**config.mk**
```make
export PLATFORM = sky130hd
export DESIGN_NAME = div_iter
export DESIGN_NICKNAME = d
export VERILOG_FILES = /design/src/rtl/div_iter.sv
export SDC_FILE = /design/constraint.sdc
export NUM_CORES = 1
export LEC_CHECK = 0
export CAP_MARGIN = 20
export CORE_UTILIZATION = 58
export CTS_CLUSTER_DIAMETER = 30
export DETAILED_ROUTE_END_ITERATION = 7
export PLACE_DENSITY = 0.81
export SLEW_MARGIN = 20
export SYNTH_ARGS = -nofsm -noshare
export SYNTH_HDL_FRONTEND = slang
export SYNTH_SLANG_ARGS = --single-unit
```
**constraint.sdc**
```tcl
create_clock -name clk -period 5.75 [get_ports clk]
set_clock_uncertainty 0.1 [all_clocks]
set_input_delay 1.15 -clock clk [delete_from_list [all_inputs] [get_ports clk]]
set_output_delay 1.15 -clock clk [all_outputs]
set_load 0.02 [all_outputs]
```
**src/rtl/div_iter.sv**
```systemverilog
// Multi-cycle radix-2 restoring divider (DIV/DIVU) for the execute stage.
// Result is {remainder, quotient}; div_ready pulses for exactly one cycle per completed divide.
module div_iter #(
  parameter int unsigned WIDTH = 32
) (
  input  logic               clk,
  input  logic               rst,
  input  logic               start,
  input  logic               signed_div,
  input  logic [WIDTH-1:0]   opdata1,
  input  logic [WIDTH-1:0]   opdata2,
  input  logic               annul,
  output logic               div_ready,
  output logic [2*WIDTH-1:0] result
);

  localparam int unsigned CW = $clog2(WIDTH + 1);

  typedef enum logic [1:0] {
    S_IDLE,
    S_DIVZERO,
    S_ON,
    S_END
  } state_e;

  state_e             state_q;
  logic [WIDTH-1:0]   rem_q;
  logic [WIDTH-1:0]   quo_q;
  logic [WIDTH-1:0]   dvs_q;
  logic               neg_quo_q;
  logic               neg_rem_q;
  logic [CW-1:0]      cnt_q;
  logic               ready_q;
  logic [2*WIDTH-1:0] result_q;

  logic [WIDTH-1:0]   op1_abs;
  logic [WIDTH-1:0]   op2_abs;
  logic [WIDTH:0]     shifted;
  logic [WIDTH:0]     trial;
  logic [WIDTH-1:0]   rem_d;
  logic [WIDTH-1:0]   quo_d;
  logic [WIDTH-1:0]   rem_fix;
  logic [WIDTH-1:0]   quo_fix;
  logic               last_step;

  always_comb begin
    op1_abs = (signed_div && opdata1[WIDTH-1]) ? ('0 - opdata1) : opdata1;
    op2_abs = (signed_div && opdata2[WIDTH-1]) ? ('0 - opdata2) : opdata2;

    // Remainder needs WIDTH+1 bits after the shift; bit WIDTH of the trial is the borrow.
    shifted = {rem_q, quo_q[WIDTH-1]};
    trial   = shifted - {1'b0, dvs_q};
    rem_d   = shifted[WIDTH-1:0];
    quo_d   = {quo_q[WIDTH-2:0], 1'b0};
    if (!trial[WIDTH]) begin
      rem_d = trial[WIDTH-1:0];
      quo_d = {quo_q[WIDTH-2:0], 1'b1};
    end

    rem_fix   = neg_rem_q ? ('0 - rem_d) : rem_d;
    quo_fix   = neg_quo_q ? ('0 - quo_d) : quo_d;
    last_step = (cnt_q == CW'(WIDTH - 1));
  end

  always_ff @(posedge clk) begin
    if (!rst) begin
      state_q   <= S_IDLE;
      rem_q     <= '0;
      quo_q     <= '0;
      dvs_q     <= '0;
      neg_quo_q <= 1'b0;
      neg_rem_q <= 1'b0;
      cnt_q     <= '0;
      ready_q   <= 1'b0;
      result_q  <= '0;
    end else begin
      ready_q <= 1'b0;
      if (annul) begin
        state_q <= S_IDLE;
      end else begin
        case (state_q)
          S_IDLE: begin
            if (start) begin
              rem_q <= '0;
              cnt_q <= '0;
              if (opdata2 == '0) begin
                // Dividend is parked in quo_q so DIVZERO can return it unchanged.
                quo_q   <= opdata1;
                state_q <= S_DIVZERO;
              end else begin
                quo_q     <= op1_abs;
                dvs_q     <= op2_abs;
                neg_quo_q <= signed_div & (opdata1[WIDTH-1] ^ opdata2[WIDTH-1]);
                neg_rem_q <= signed_div & opdata1[WIDTH-1];
                state_q   <= S_ON;
              end
            end
          end
          S_DIVZERO: begin
            result_q <= {quo_q, {WIDTH{1'b1}}};
            ready_q  <= 1'b1;
            state_q  <= S_END;
          end
          S_ON: begin
            rem_q <= rem_d;
            quo_q <= quo_d;
            cnt_q <= cnt_q + 1'b1;
            if (last_step) begin
              result_q <= {rem_fix, quo_fix};
              ready_q  <= 1'b1;
              state_q  <= S_END;
            end
          end
          S_END: begin
            state_q <= S_IDLE;
          end
          default: begin
            state_q <= S_IDLE;
          end
        endcase
      end
    end
  end

  assign div_ready = ready_q;
  assign result    = result_q;

endmodule

```
==> flow_metrics.env <==
export IMPL_power_mw=3.18
export IMPL_vias=12387
export IMPL_cpPeakStageDelay_ns=0.55
export IMPL_peakVddDrop_mv=0.209
export IMPL_required_ns=5.96
export IMPL_place_ws_ns=0.346
export IMPL_die_w_um=146
export IMPL_startpoint_type="register"
export IMPL_grt_max_degree=78
export IMPL_yosysMostFrequentCell="nand2_1"
export IMPL_async_reset_ff_frac=0
export IMPL_path_max_fanout=16
export IMPL_detail_route_antenna_nets=0
export IMPL_clk_pin_slew_worst_paths_ns=0.07
export IMPL_slowest_stage="a2111oi_1"
export IMPL_tightest_slew_ns=1.04
export IMPL_port_buffers=133
export IMPL_antenna_found_initial=0
export IMPL_min_path_type="register to register"
export IMPL_wl_um=37700
export IMPL_fin_crit_sh=0.926
export IMPL_insertion_delay_ns=0.44
export IMPL_die_area_um2=21400
export IMPL_path_common_cell="inv_1"
export IMPL_diodes=0
export IMPL_numCtsBuffers=17
export IMPL_post_synth_top_area_cell="dfxtp_1"
export IMPL_finalMaxSlewViolations=0
export IMPL_p_per_area_nw_per_um2=227
export IMPL_setup_tns_ns=0
export IMPL_place_congestion=0.939
export IMPL_cp_cell_sequence="inv_1 > ha_1 > inv_1 > fa_1 > a21o_1 > a221oi_4 > o211ai_2 > o2111a_1 > o21a_4 > nor2_4 > inv_2 > buf_4 > nand2_1 > o21ai_0 > inv_1 > ha_1 > o21ai_1 > a2111oi_1 > a31oi_1 > xnor2_1 > a2111oi_0"
export IMPL_synth_net_count=1712
export IMPL_vias_per_cell=6.35
export IMPL_gr_max_usage_layer="met2"
export IMPL_worstSetupPathType="register to register"
export IMPL_critical_path_top_delay_family="compound AO/OA/AOI/OAI gates"
export IMPL_status="completed"
export IMPL_layout_setup_ws_ns=0.425
export IMPL_synth_edf_count=0
export IMPL_synth_top_area_share=0.283
export IMPL_setup_viol=0
export IMPL_drive_gt1_frac=0.0678
export IMPL_synthCells=1602
export IMPL_grt_pass1_vias=11254
export IMPL_final_nets=1779
export IMPL_clockRootBuffer="clkbuf_16"
export IMPL_crit_buf_inv=5
export IMPL_rsz0062_at_grt="no"
export IMPL_routedWlPerCell_um=19.3
export IMPL_fp_row_count=52
export IMPL_use_met1=0.491
export IMPL_relSlewSlack=0.308
export IMPL_grt_total_usage=0.350
export IMPL_p_leak_nw=5.08
export IMPL_hold_viol_final=0
export IMPL_cts_tree="built"
export IMPL_first_iter_violations=1072
export IMPL_synth_cell_types=87
export IMPL_grt_overflow=0
export IMPL_die_y_um=146
export IMPL_clkSinkCount=171
export IMPL_post_cts_buffers=0
export IMPL_syn_area_um2=12100
export IMPL_maxCapViolCount=0
export IMPL_grt_pass1_wl_um=59700
export IMPL_yosysWarnings=0
export IMPL_start_util=0.594
export IMPL_arrival_ns=5.53
export IMPL_synthTopCellsByArea="dfxtp_1 (28%), a21oi_1 (6.3%), nand2_1 (5.7%)"
export IMPL_synth_seq_cells=171
export IMPL_dp_hpwl_um=28100
export IMPL_use_met2=0.546
export IMPL_end_kind="register"
export IMPL_cts_buffer_depth=2
export IMPL_core_area_um2=20400
export IMPL_drcViolationCount=0
export IMPL_dominantRegCellSynth="dfxtp_1"
export IMPL_ios=134
export IMPL_syn_avg_cell_area_um2=7.55
export IMPL_met3_usage=0.0519
export IMPL_ys_seq_area_frac=0.283
export IMPL_fin_crit_ns=5.32
export IMPL_max_freq_mhz=188
export IMPL_synth_commonest_cells="nand2_1 (184), dfxtp_1 (171), nor2_1 (162)"
export IMPL_nFillCells=1737
export IMPL_drt_pass1_iterations=5
export IMPL_area_growth_pct=16.1
export IMPL_htree_levels=4
-- sequential cells by signal, summed over array words and instances (netlist names), 2 cells and up --
register / flops
quo_q: 32
rem_q: 32
cnt_q: 6
result: 64
dvs_q: 32
state_q: 2
-- through the flow --
| step | hold slack [ns] | util | cells | instance area [um2] |
|---|---|---|---|---|
| floorplan | 0.332 | - | 1602 | 12100 |
| global placement | 0.343 | 0.660 | 1919 | 13400 |
| detailed placement | 0.354 | 0.660 | 1920 | 13400 |
| CTS | 0.363 | 0.689 | 1952 | 14000 |
| global route | 0.377 | 0.689 | 1952 | 14000 |
| finish | 0.363 | 0.689 | 1952 | 14000 |
-- logic make-up after synthesis --
| kind of cell | synth area share |
|---|---|
| AO/OA/AOI/OAI | 0.287 |
| buffers and inverters | 0.0576 |
| XOR/XNOR | 0.101 |
| AND/OR/NAND/NOR | 0.202 |
| flip-flops | 0.283 |
| adder cells (fa/ha/maj) | 0.0431 |
| multiplexers | 0.0261 |
-- routing by layer --
layer	routed length, um	share of wire
met3	3080	0.082
met5	0	0
met4	1140	0.030
met1	16500	0.44
met2	17000	0.45
-- worst paths after layout --
check | end | start | slack, ns | depth (start not counted)
max | result[58] | quo_q[31] | 0.43 | 21
min | dvs_q[31] | dvs_q[31] | 0.36 | 2
max reg2reg | result[58] | quo_q[31] | 0.43 | 21
min reg2reg | dvs_q[31] | dvs_q[31] | 0.36 | 2
-- area by class of cell --
class / count / area, um2 / share of cell area
multi-input combinational: 1273 / 8010 / 0.571
sequential: 171 / 3420 / 0.244
timing repair buffer: 151 / 1470 / 0.104
clock buffer: 18 / 429 / 0.0306
tap: 270 / 338 / 0.0241
inverter: 55 / 208 / 0.0148
clock inverter: 14 / 160 / 0.0114
-- worst register-to-register path, stage by stage, from the launching register on --
cell	delay [ns]
dfxtp_1	0.34
inv_1	0.11
ha_1	0.17
inv_1	0.06
fa_1	0.40
a21o_1	0.24
a221oi_4	0.36
o211ai_2	0.19
o2111a_1	0.32
o21a_4	0.29
nor2_4	0.31
inv_2	0.12
buf_4	0.21
nand2_1	0.07
o21ai_0	0.13
inv_1	0.09
ha_1	0.19
o21ai_1	0.20
a2111oi_1	0.55
a31oi_1	0.18
xnor2_1	0.15
a2111oi_0	0.42
-- cell usage in the layout, fill, tap and decap left out, types with 13 or more instances in the layout --
| master | instances |
|---|---|
| a211oi_1 | 52 |
| a21o_1 | 13 |
| a21oi_1 | 150 |
| a22oi_1 | 19 |
| a31oi_1 | 13 |
| buf_4 | 18 |
| clkbuf_16 | 17 |
| clkdlybuf4s50_1 | 133 |
| dfxtp_1 | 170 |
| ha_1 | 39 |
| inv_1 | 53 |
| mux2i_1 | 27 |
| nand2_1 | 184 |
| nand3_1 | 27 |
| nor2_1 | 161 |
| nor3_1 | 35 |
| o211ai_1 | 15 |
| o21ai_0 | 135 |
| o31ai_1 | 29 |
| or3_1 | 19 |
| or4_1 | 14 |
| xnor2_1 | 62 |
| xor2_1 | 77 |
-- where the power goes --
part / internal (mW) / switching (mW) / total, mW
Clock: 0.617 / 0.552 / 1.17
Combinational: 0.286 / 0.439 / 0.725
Sequential: 1.23 / 0.0548 / 1.29
-- repair_timing --
| item | 4_1_cts | 5_1_grt |
|---|---|---|
| resized for setup | 0 | 1 |
| hold buffers | 0 | 0 |
| endpoints found under the setup margin | 0 | 1 |
Power figures use the tool's default switching activity.
